### config.mk
export PLATFORM = sky130hd
export DESIGN_NAME = queue_ptr_bank
export DESIGN_NICKNAME = d
export VERILOG_FILES = /design/src/rtl/queue_ptr_bank.sv
export SDC_FILE = /design/constraint.sdc
export NUM_CORES = 1
export LEC_CHECK = 0
export BUFFER_PORTS_ARGS = -buffer_cell sky130_fd_sc_hd__buf_2
export CAP_MARGIN = 20
export CORE_MARGIN = 2
export CORE_UTILIZATION = 40
export CTS_CLUSTER_DIAMETER = 120
export DETAILED_ROUTE_END_ITERATION = 8
export PLACE_DENSITY = 0.7
export REMOVE_ABC_BUFFERS = 1
export SETUP_SLACK_MARGIN = 0.4
export SLEW_MARGIN = 10
export SYNTH_ARGS = -nofsm -noshare
export SYNTH_HDL_FRONTEND = slang
export SYNTH_SLANG_ARGS = --single-unit
### constraint.sdc
create_clock -name clk -period 5.5 [get_ports clk]
set_clock_uncertainty 0.2 [all_clocks]
set_input_delay 0.55 -clock clk [delete_from_list [all_inputs] [get_ports clk]]
set_output_delay 0.55 -clock clk [all_outputs]
set_load 0.01 [all_outputs]
### src/rtl/queue_ptr_bank.sv
// queue_ptr_bank: per-task circular queue pointers with programmable windows and sticky wrap flags
module queue_ptr_bank #(
    parameter int NTASK = 2,
    parameter int TW = 1,
    parameter int PW = 4
) (
    input  logic          clk,
    input  logic          rst_n,
    input  logic [TW-1:0] r_ts,
    input  logic [TW-1:0] w_ts,
    input  logic          hold,
    input  logic          ws,
    input  logic          rs,
    input  logic          q_dir,
    input  logic [PW-1:0] i_qp,
    input  logic          cfg_we,
    input  logic [TW-1:0] cfg_ts,
    input  logic [PW-1:0] cfg_base,
    input  logic [PW-1:0] cfg_limit,
    input  logic          wrap_clr,
    output logic [PW-1:0] o_qp,
    output logic          o_wrap,
    output logic          o_wrap_ev,
    output logic          o_cfg_err
);
    logic [PW-1:0] ptr [NTASK];
    logic [PW-1:0] ptr_d [NTASK];
    logic [PW-1:0] base [NTASK];
    logic [PW-1:0] limit [NTASK];
    logic [NTASK-1:0] wrap, wrap_d, wrapped, do_cfg;
    logic cfg_ok, pass;
    assign cfg_ok = cfg_we & (cfg_base <= cfg_limit);
    assign pass = ws & ~hold & (w_ts == r_ts);
    for (genvar g = 0; g < NTASK; g++) begin : g_task
        logic do_w, do_s, at_edge;
        logic [PW-1:0] nxt;
        assign do_cfg[g] = cfg_ok & (cfg_ts == TW'(g));
        assign do_w = ws & ~hold & (w_ts == TW'(g));
        assign do_s = rs & ~hold & (r_ts == TW'(g));
        assign at_edge = q_dir ? ptr[g] == base[g] : ptr[g] == limit[g];
        assign nxt = at_edge ? (q_dir ? limit[g] : base[g]) : (q_dir ? ptr[g] - PW'(1) : ptr[g] + PW'(1));
        assign wrapped[g] = do_s & ~do_w & ~do_cfg[g] & at_edge;
        assign ptr_d[g] = do_cfg[g] ? cfg_base : do_w ? i_qp : do_s ? nxt : ptr[g];
        assign wrap_d[g] = do_cfg[g] ? 1'b0 : wrapped[g] ? 1'b1 : (wrap_clr & (r_ts == TW'(g))) ? 1'b0 : wrap[g];
    end
    always_ff @(posedge clk) begin
        if (!rst_n) begin
            for (int i = 0; i < NTASK; i++) begin
                ptr[i] <= '0;
                base[i] <= '0;
                limit[i] <= '1;
            end
            wrap <= '0;
            o_wrap_ev <= 1'b0;
            o_cfg_err <= 1'b0;
        end else begin
            for (int i = 0; i < NTASK; i++) begin
                ptr[i] <= ptr_d[i];
                if (do_cfg[i]) begin
                    base[i] <= cfg_base;
                    limit[i] <= cfg_limit;
                end
            end
            wrap <= wrap_d;
            o_wrap_ev <= |wrapped;
            o_cfg_err <= cfg_we & (cfg_base > cfg_limit);
        end
    end
    always_comb begin
        o_qp = '0;
        o_wrap = 1'b0;
        for (int i = 0; i < NTASK; i++) begin
            if (r_ts == TW'(i)) begin
                o_qp = pass ? i_qp : ptr[i];
                o_wrap = wrap[i];
            end
        end
    end
endmodule
==> results of run 1 <==
[cells by family after synthesis]
kind of cell    Yosys count
compound gates           53
xor+xnor                 11
fa+ha+maj                10
buf+inv                  21
flops                    28
mux                      20
simple gates             68
[registers in the layout, indices dropped and copies added, names as in the netlist]
name,count
base,8
o_wrap_ev,1
limit,8
ptr,8
wrap,2
o_cfg_err,1
[layout by cell type, fill, tap and decap left out, types with 2 or more instances in the layout]
cell	synthesis	routed
sky130_fd_sc_hd__o2111ai_1	6	6
sky130_fd_sc_hd__mux2i_1	16	16
sky130_fd_sc_hd__fa_1	2	2
sky130_fd_sc_hd__inv_1	14	14
sky130_fd_sc_hd__and3_1	2	2
sky130_fd_sc_hd__xor2_1	4	4
sky130_fd_sc_hd__nor3b_1	2	2
sky130_fd_sc_hd__a21oi_2	2	2
sky130_fd_sc_hd__o21ai_1	2	2
sky130_fd_sc_hd__nand2b_1	3	3
sky130_fd_sc_hd__buf_2	1	29
sky130_fd_sc_hd__ha_1	8	8
sky130_fd_sc_hd__o22a_1	3	3
sky130_fd_sc_hd__o2111a_1	2	2
sky130_fd_sc_hd__mux2_1	2	2
sky130_fd_sc_hd__edfxtp_1	16	16
sky130_fd_sc_hd__dfxtp_1	12	12
sky130_fd_sc_hd__o21ai_0	7	7
sky130_fd_sc_hd__clkbuf_8	1	3
sky130_fd_sc_hd__or4_1	2	2
sky130_fd_sc_hd__and2_1	5	5
sky130_fd_sc_hd__nand3_1	10	10
sky130_fd_sc_hd__a21boi_1	2	2
sky130_fd_sc_hd__nor2_1	8	8
sky130_fd_sc_hd__xnor2_1	6	6
sky130_fd_sc_hd__nor2b_1	3	3
sky130_fd_sc_hd__nand2_1	23	23
sky130_fd_sc_hd__o211a_1	3	3
sky130_fd_sc_hd__nor3_1	2	2
sky130_fd_sc_hd__o211ai_1	3	3
sky130_fd_sc_hd__a21oi_1	10	10
[stage by stage]
step / cell area (µm²) / util / total power [mW] / std cells
final: 2280 / 0.474 / 0.588 / 304
after global routing: 2280 / 0.474 / 0.620 / 304
after CTS: 2280 / 0.474 / 0.588 / 304
after detailed placement: 2210 / 0.459 / 0.426 / 300
after global placement: 2210 / 0.459 / 0.421 / 300
after floorplan: 1980 / - / 0.375 / 204
[worst max-delay path by stage]
stage               depth (start not counted)                     end  slack [ns]
global route                                8  ptr[0][7]$_SDFFE_PN0P_        2.36
finish                                      8  ptr[0][7]$_SDFFE_PN0P_        2.68
CTS                                         8  ptr[0][7]$_SDFFE_PN0P_        2.73
floorplan                                   8  ptr[0][7]$_SDFFE_PN0P_        2.92
global placement                            8  ptr[0][7]$_SDFFE_PN0P_        2.51
detailed placement                          8  ptr[0][7]$_SDFFE_PN0P_        2.43
[routing by layer]
metal  GRT usage  share of wire  vias to the layer above
met5           0              0                        -
met4      0.0292         0.0073                        0
met3      0.0265          0.064                        4
met2       0.290           0.44                       60
met1       0.262           0.49                      808
li1            -              -                      833
[layout make-up]
| cell class | count | area [µm²] | share of cell area |
|---|---|---|---|
| Tap cell | 67 | 83.8 | 0.0367 |
| Clock buffer | 3 | 41.3 | 0.0181 |
| Clock inverter | 1 | 30.0 | 0.0132 |
| Timing Repair Buffer | 29 | 145 | 0.0636 |
| Sequential cell | 28 | 721 | 0.316 |
| Inverter | 14 | 52.6 | 0.0230 |
| Multi-Input combinational cell | 162 | 1210 | 0.530 |
[where the power goes]
part	switching [mW]	internal [mW]
Sequential	0.0158	0.243
Combinational	0.0911	0.0719
Clock	0.0685	0.0976
Total	0.175	0.413
[worst max-delay path: stages]
cell and delay [ns]:
sky130_fd_sc_hd__buf_2 0.14, sky130_fd_sc_hd__ha_1 0.29, sky130_fd_sc_hd__nor2b_1 0.15, sky130_fd_sc_hd__o21a_1 0.14, sky130_fd_sc_hd__o21ai_2 0.08, sky130_fd_sc_hd__a41oi_1 0.67
sky130_fd_sc_hd__nand2_1 0.43, sky130_fd_sc_hd__o32ai_1 0.37
==> flow_summary.json, run 1 <==
{
  "avgSynthCellArea_um2": 9.64,
  "antenna_violations_before_repair": 0,
  "synth.ff_latch_count": 28,
  "power.leakage_nw": 0.947,
  "cp.required_ns": 5.49,
  "synth-compound-area-share": 0.190,
  "synth-main-ff-cell": "sky130_fd_sc_hd__edfxtp_1",
  "synth.mux.area_fraction": 0.103,
  "cts_inserted_buffers": 3,
  "p_per_area_nw_per_um2": 258,
  "synth-seq-area-share": 0.354,
  "yosysTopAreaCell": "sky130_fd_sc_hd__edfxtp_1",
  "worst-r2r-setup-slack_ns": 3.26,
  "crit_path_category": "primary input to flip-flop",
  "placeableCoreArea_um2": 4820,
  "worstHoldStart": "wrap[1]$_SDFFE_PP0P_",
  "cts_num_sinks": 28,
  "worstRegToRegCells": 6,
  "yosys-top-cells-area": "sky130_fd_sc_hd__edfxtp_1 24%, sky130_fd_sc_hd__dfxtp_1 12%, sky130_fd_sc_hd__mux2i_1 7.9%, sky130_fd_sc_hd__ha_1 4.9%, sky130_fd_sc_hd__nand2_1 4.2%",
  "wire_length_of_the_first_global_routing_pass_um": 7630,
  "die_area_um2": 5670,
  "largest_family_of_logic_cells_by_synthesized_area": "compound AO/OA/AOI/OAI gates",
  "drtAntennaViolNets": 0,
  "yosys.area_share.simple": 0.181,
  "synth_most_common_cell": "sky130_fd_sc_hd__nand2_1",
  "area_growth_syn_to_layout_pct": 12.2,
  "setup_repair_after_global_routing_missed_its_margin": "no",
  "clk_root_buffer_cell": "sky130_fd_sc_hd__clkbuf_8",
  "clk_transition_reported_paths_ns": 0.11,
  "avgRoutedWirePerCell_um": 15.8,
  "postRouteWirelength_um": 4790,
  "io_buffers": 29,
  "maxSlewHeadroom": 0.460,
  "yosys.area_share.xor_xnor": 0.0510,
  "setup.worst_path.start_class": "primary input",
  "post_cts.resized_instances": 0,
  "ys.warnings.count": 0,
  "drc": 0,
  "worst-slew-pin-transition_ns": 0.799,
  "start_util": 0.422,
  "layout-drive-gt1-share": 0.186,
  "maxCapViolCount": 0,
  "die_width_um": 75.3,
  "arrival_ns": 2.82,
  "cts_max_level": 1,
  "min-delay-path-class": "flip-flop to flip-flop",
  "timing.rr.end": "ptr[0][1]$_SDFFE_PN0P_",
  "filler_cell_count": 494,
  "final_critical_path_setup_slack_ns": 2.68,
  "setup.worst_path.start": "cfg_base[1]",
  "fin_crit_sh": 0.513,
  "fp-row-count": 25,
  "via_count": 1705,
  "synth_cell_types": 57,
  "final.min_clock_period_ns": 2.82,
  "yosys.area_share.adder": 0.0689,
  "cts_tree": "done",
  "synth.cell_area_um2": 2030,
  "grt_max_degree": 25,
  "critical_path_peak_fanout": 10,
  "run_status": "completed",
  "max-clock-path-buffers": 2,
  "clk-insertion-delay-late_ns": 0.27,
  "pre_cts_slack_ns": 2.43,
  "setup_total_negative_slack_ns": 0,
  "finalWeightedCongestion": 0.904,
  "fmax_ghz": 0.354,
  "dpl.hpwl_um": 3820,
  "cts_setup_buffers": 0,
  "final-hold-violation-count": 0,
  "route.detailed.vias_per_inst": 5.61,
  "n_antenna_cell": 0,
  "groute.usage.overall": 0.180,
  "synthTopCellsByCount": "23 x sky130_fd_sc_hd__nand2_1, 16 x sky130_fd_sc_hd__edfxtp_1, 16 x sky130_fd_sc_hd__mux2i_1, 14 x sky130_fd_sc_hd__inv_1, 12 x sky130_fd_sc_hd__dfxtp_1",
  "edff_count_synth": 16,
  "hold_end": "wrap[1]$_SDFFE_PP0P_",
  "first_pass_iters": 4,
  "gr-total-overflow": 0,
  "floorplan.die.height_um": 75.3,
  "syn-instance-count": 211,
  "irDropWorstVdd_uv": 133,
  "end_kind": "flip-flop",
  "timing.final.max_slew_violations": 0,
  "io_pins": 30,
  "first_global_vias": 1554,
  "finalSetupViolCount": 0,
  "drt_iter0_markers": 144,
  "hold_slack_ns": 0.314,
  "timing.rr.start": "base[0][1]$_DFFE_PP_",
  "post_cts_hold_buffer_count": 0,
  "number_of_cells_on_the_worst_hold_path": 2,
  "synth_async_sr_flop_share": 0,
  "synth_top_area_share": 0.236,
  "finish.net_count": 271
}
(Power assumes the default switching activity.)
==> inputs of run 2 (changes only) <==
clock period = 2.8 ns   (was 5.5 ns; I/O delays follow)
==> run 2 against run 1 <==
Global-route usage increased by 0.74 points. Via count decreased by 1.1%. Cell area about the same. Critical path depth decreased by 1. Non-clock buffer count increased by 3. Sequential share of layout area about the same. Total power increased by 81%. Combinational power increased by 99%. Clock power increased by 39%. Worst setup slack got worse by 2.1 ns. Count of clock-buffer cells in the layout increased by 1. Sequential power increased by 97%.
==> flow_summary.json, run 2 (same netlist as run 1, synthesis figures left out) <==
{
  "finalSetupViolCount": 0,
  "drtAntennaViolNets": 0,
  "dpl.hpwl_um": 3790,
  "grt_max_degree": 25,
  "clk-insertion-delay-late_ns": 0.28,
  "timing.rr.start": "ptr[0][2]$_SDFFE_PN0P_",
  "finalWeightedCongestion": 0.853,
  "maxCapViolCount": 0,
  "worstRegToRegCells": 7,
  "gr-total-overflow": 0,
  "setup_total_negative_slack_ns": 0,
  "setup_repair_after_global_routing_missed_its_margin": "no",
  "timing.rr.end": "ptr[0][3]$_SDFFE_PN0P_",
  "power.leakage_nw": 0.949,
  "irDropWorstVdd_uv": 246,
  "cts_tree": "done",
  "first_pass_iters": 4,
  "final_cell_area_um2": 2280,
  "internal_power_mw": 0.726,
  "cts_num_sinks": 28,
  "wire_length_of_the_first_global_routing_pass_um": 7980,
  "n_antenna_cell": 0,
  "clk_transition_reported_paths_ns": 0.09,
  "postRouteWirelength_um": 4820,
  "placeableCoreArea_um2": 4820,
  "via_count": 1686,
  "final_common_cell": "sky130_fd_sc_hd__buf_2",
  "io_pins": 30,
  "setup.worst_path.start": "ptr[0][2]$_SDFFE_PN0P_",
  "maxSlewHeadroom": 0.697,
  "die_area_um2": 5670,
  "clock_power_share": 0.216,
  "timing.final.max_slew_violations": 0,
  "endpoint": "ptr[0][3]$_SDFFE_PN0P_",
  "switch_share": 0.318,
  "antenna_violations_before_repair": 0,
  "max_stage_delay_ns": 0.47,
  "worst-r2r-setup-slack_ns": 0.60,
  "timing.critical_path.cells": "ha_1 > a21oi_1 > a21oi_1 > or4_1 > a21oi_1 > nor2_1 > o221ai_1",
  "io_buffers": 29,
  "hold_slack_ns": 0.0724,
  "layout-drive-gt1-share": 0.192,
  "critPathSlowestCell": "sky130_fd_sc_hd__or4_1",
  "post-place-cells": 303,
  "post_dp_cell_area_um2": 2230,
  "area_growth_syn_to_layout_pct": 12.1,
  "first_global_vias": 1640,
  "finish.net_count": 274,
  "fp-row-count": 25,
  "critical_path_peak_fanout": 4,
  "run_status": "completed",
  "final_cells": 307,
  "power.switching_mw": 0.339,
  "post_cts_hold_buffer_count": 0,
  "floorplan.die.height_um": 75.3,
  "cp.required_ns": 2.81,
  "worst-slew-pin-transition_ns": 0.454,
  "groute.usage.overall": 0.187,
  "min-delay-path-class": "primary input to flip-flop",
  "final-hold-violation-count": 0,
  "clk_root_buffer_cell": "sky130_fd_sc_hd__clkbuf_8",
  "fmax_ghz": 0.455,
  "cts_inserted_buffers": 3,
  "top_regs": "base: 8 flops, limit: 8 flops, ptr: 8 flops",
  "max-clock-path-buffers": 2,
  "die_width_um": 75.3,
  "avgRoutedWirePerCell_um": 15.7,
  "crit_path_category": "flip-flop to flip-flop",
  "post_cts.resized_instances": 0,
  "route.detailed.vias_per_inst": 5.49,
  "p_per_area_nw_per_um2": 467,
  "end_kind": "flip-flop",
  "layout.cells.most_common_list": "28 x sky130_fd_sc_hd__buf_2, 23 x sky130_fd_sc_hd__nand2_1, 16 x sky130_fd_sc_hd__mux2i_1, 16 x sky130_fd_sc_hd__edfxtp_1, 14 x sky130_fd_sc_hd__inv_1",
  "setup.worst_path.start_class": "flip-flop",
  "drt_iter0_markers": 107,
  "fin_crit_sh": 0.786,
  "arrival_ns": 2.21,
  "pwr-share-comb": 0.305,
  "worst_path_most_repeated_cell": "sky130_fd_sc_hd__a21oi_1",
  "pwr-share-seq": 0.479,
  "cts_max_level": 1,
  "cts_setup_buffers": 0,
  "drc": 0,
  "final.min_clock_period_ns": 2.20,
  "start_util": 0.422
}
==> run 2: cell count changes in the layout (fill, tap and decap cells not counted) <==
cell	change
sky130_fd_sc_hd__bufinv_16	-1
sky130_fd_sc_hd__buf_2	-1
sky130_fd_sc_hd__clkbuf_1	+1
sky130_fd_sc_hd__buf_4	+3
sky130_fd_sc_hd__clkbuf_4	+1
==> run 2: worst max-delay path: cells and delay by family, from the launching register on <==
kind	cells	cell delay, ns
DFF	1	0.44
adders and majority gates	1	0.31
AOI/OAI and AO/OA	4	0.63
and+or+nand+nor	2	0.54
==> run 2: how the worst min path moves through the flow <==
| stage | from | to | depth (start not counted) |
|---|---|---|---|
| after detailed placement | wrap[0]$_SDFFE_PP0P_ | wrap[0]$_SDFFE_PP0P_ | 2 |
| after floorplan | cfg_we | o_cfg_err$_SDFF_PN0_ | 2 |
| after CTS | cfg_we | o_cfg_err$_SDFF_PN0_ | 3 |
| after global placement | wrap[0]$_SDFFE_PP0P_ | wrap[0]$_SDFFE_PP0P_ | 2 |
| final | cfg_we | o_cfg_err$_SDFF_PN0_ | 3 |
| after global routing | cfg_we | o_cfg_err$_SDFF_PN0_ | 3 |
==> run 2: routing by layer <==
| layer | GRT usage | vias to the layer above | share of wire | routed length (µm) |
|---|---|---|---|---|
| li1 | - | 838 | - | - |
| met1 | 0.268 | 788 | 0.48 | 2330 |
| met2 | 0.296 | 55 | 0.44 | 2110 |
| met3 | 0.0225 | 5 | 0.064 | 306 |
| met4 | 0.0624 | 0 | 0.015 | 71 |
| met5 | 0 | - | 0 | 0 |
==> run 2: through the flow <==
step | total power [mW] | utilization | worst slack [ns]
floorplan | 0.737 | - | 0.492
global placement | 0.836 | 0.464 | 0.294
detailed placement | 0.842 | 0.464 | 0.242
CTS | 1.07 | 0.473 | 0.543
global route | 1.13 | 0.474 | 0.458
finish | 1.07 | 0.474 | 0.600
==> run 2: final cells by class <==
type	count	area, µm²
clock buffers	4	45.0
repair buffers	32	170
fillers	484	2540
flip-flops and latches	28	721
inverters	14	52.6
multi-input cells	162	1210
well taps	67	83.8
==> run 2: power by group through the flow <==
stage / logic (mW) / registers, mW / clock network (mW)
after floorplan: 0.229 / 0.508 / 0
after global placement: 0.317 / 0.519 / 0
after detailed placement: 0.322 / 0.520 / 0
after CTS: 0.324 / 0.510 / 0.237
after global routing: 0.363 / 0.515 / 0.248
final: 0.325 / 0.511 / 0.230
==> inputs of run 3 (changes only) <==
clock period = 2.04 ns   (was 2.8 ns; I/O delays follow)
==> run 3 against run 2 <==
The run now ends with setup timing left. First-iteration DRC count grew 71%. Cell area increased by 29%. Flip-flop and latch count stayed put. Wire length rose by 27%. Cell count is 12% higher. Combinational power up 110%. Total power grew 72%. Count of clock-buffer cells in the layout fell by 1. Maximum frequency grew 7.0%. Core utilization rose by 14 points. Clock power is 92% higher. Critical path type unchanged.
==> flow_summary.json, run 3 (same netlist as run 1, synthesis figures left out) <==
{
  "cts_max_level": 1,
  "violations": "setup timing",
  "start_util": 0.422,
  "wl_met3_um": 338,
  "fmax_ghz": 0.487,
  "setup.worst_path.start_class": "flip-flop",
  "filler_cell_count": 426,
  "wire_length_of_the_first_global_routing_pass_um": 9110,
  "pre_cts_slack_ns": -0.333,
  "placeableCoreArea_um2": 4820,
  "finalSetupViolCount": 1,
  "clk-insertion-delay-late_ns": 0.27,
  "power.leakage_nw": 1.24,
  "number_of_cells_on_the_worst_hold_path": 3,
  "detail_route.wirelength.met1_um": 2520,
  "top_layer": "met4",
  "timing.final.max_slew_violations": 0,
  "avgRoutedWirePerCell_um": 17.8,
  "arrival_ns": 2.08,
  "fp-row-count": 25,
  "die_area_um2": 5670,
  "drt_iter0_markers": 183,
  "cp.required_ns": 2.07,
  "clk_transition_reported_paths_ns": 0.10,
  "finish.net_count": 310,
  "gr-total-overflow": 0,
  "top_regs": "base: 8 flops, limit: 8 flops, ptr: 8 flops",
  "clk_root_buffer_cell": "sky130_fd_sc_hd__clkbuf_8",
  "area_taken_by_multi_input_logic_gates_um2": 1490,
  "first_global_vias": 1941,
  "route.detailed.vias_per_inst": 5.68,
  "io_pins": 30,
  "n_antenna_cell": 0,
  "drc": 0,
  "finalWeightedCongestion": 0.900,
  "timing.rr.start": "base[0][7]$_DFFE_PP_",
  "worstHoldStart": "cfg_limit[3]",
  "maxCapViolCount": 0,
  "setup_repair_after_global_routing_missed_its_margin": "yes",
  "final_common_cell": "sky130_fd_sc_hd__buf_4",
  "hold_slack_ns": 0.0375,
  "end_kind": "flip-flop",
  "grt_max_degree": 17,
  "worstRegToRegCells": 6,
  "final.min_clock_period_ns": 2.06,
  "cts_num_sinks": 28,
  "layout.cells.most_common_list": "30 x sky130_fd_sc_hd__buf_4, 24 x sky130_fd_sc_hd__buf_2, 16 x sky130_fd_sc_hd__edfxtp_1",
  "final-hold-violation-count": 0,
  "via_count": 1949,
  "fin_crit_sh": 1.01,
  "io_buffers": 29,
  "dpl.hpwl_um": 4160,
  "layout-drive-gt1-share": 0.493,
  "irDropWorstVdd_uv": 327,
  "worst-slew-pin-transition_ns": 0.499,
  "drtAntennaViolNets": 0,
  "groute.usage.overall": 0.216,
  "max-clock-path-buffers": 2,
  "setup.worst_path.start": "base[0][7]$_DFFE_PP_",
  "final_critical_path_setup_slack_ns": -0.0152,
  "min-delay-path-class": "primary input to flip-flop",
  "area_growth_syn_to_layout_pct": 44.8,
  "floorplan.die.height_um": 75.3,
  "postRouteWirelength_um": 6110,
  "setup_total_negative_slack_ns": -0.0152,
  "maxSlewHeadroom": 0.667,
  "p_per_area_nw_per_um2": 623,
  "seq_area_um2": 734,
  "first_pass_iters": 4,
  "antenna_violations_before_repair": 0,
  "met2RoutedLength_um": 3110,
  "cts_tree": "done",
  "run_status": "complete, but fails checks",
  "die_width_um": 75.3,
  "critical_path_peak_fanout": 7,
  "crit_path_category": "flip-flop to flip-flop",
  "cts_inserted_buffers": 3
}
==> run 3: cell count changes in the layout (fill, tap and decap cells not counted), sizes merged <==
cell and delta:
buf +36, clkbuf -2, bufinv +1, dlygate4sd3 +1
==> run 3: final timing paths <==
| path | end | slack [ns] |
|---|---|---|
| worst min register to register | wrap[1]$_SDFFE_PP0P_ | 0.31 |
| worst min-delay path | limit[0][7]$_DFFE_PP_ | 0.04 |
| worst max-delay path | ptr[0][5]$_SDFFE_PN0P_ | -0.02 |
| worst max register to register | ptr[0][5]$_SDFFE_PN0P_ | -0.02 |
==> run 3: stage by stage <==
stage	utilization	power, mW	cells	area [µm²]
floorplan	-	1.01	204	1980
detailed placement	0.501	1.22	327	2410
CTS	0.565	1.74	339	2720
global route	0.611	1.92	343	2950
finish	0.611	1.83	343	2950
global placement	0.501	1.21	327	2410
==> run 3: critical path: stages, from the launching register on <==
cell and delay, ns:
sky130_fd_sc_hd__edfxtp_1 0.44, sky130_fd_sc_hd__mux2i_2 0.20, sky130_fd_sc_hd__xor2_1 0.27, sky130_fd_sc_hd__nand4_4 0.20, sky130_fd_sc_hd__mux2_4 0.35, sky130_fd_sc_hd__o2111ai_2 0.15
sky130_fd_sc_hd__o2111a_1 0.19
==> run 3: where the power goes <==
group / switching (mW) / internal, mW
logic: 0.341 / 0.347
registers: 0.0456 / 0.659
clock network: 0.178 / 0.263
total: 0.565 / 1.27
==> run 3: layout make-up <==
class,count,share of cell area
tap,67,0.0285
multi-input combinational,162,0.506
timing repair buffer,68,0.173
sequential,28,0.249
clock inverter,1,0.0102
clock buffer,3,0.0140
inverter,14,0.0195
==> run 3: metal layers <==
layer  vias up  global-route usage
met2        82               0.391
met5         -                   0
met1       934               0.267
met3        14              0.0291
li1        919                   -
met4         0              0.0663
==> run 3: timing repair <==
| item | in CTS | in global routing |
|---|---|---|
| buffers inserted | 6 | 4 |
| endpoints found under the hold margin | 1 | 0 |
| setup endpoints to repair | 47 | 47 |
| hold buffers | 1 | 0 |
| gates resized for setup | 47 | 46 |
| cloned | 1 | 0 |
| pin swaps | 26 | 18 |
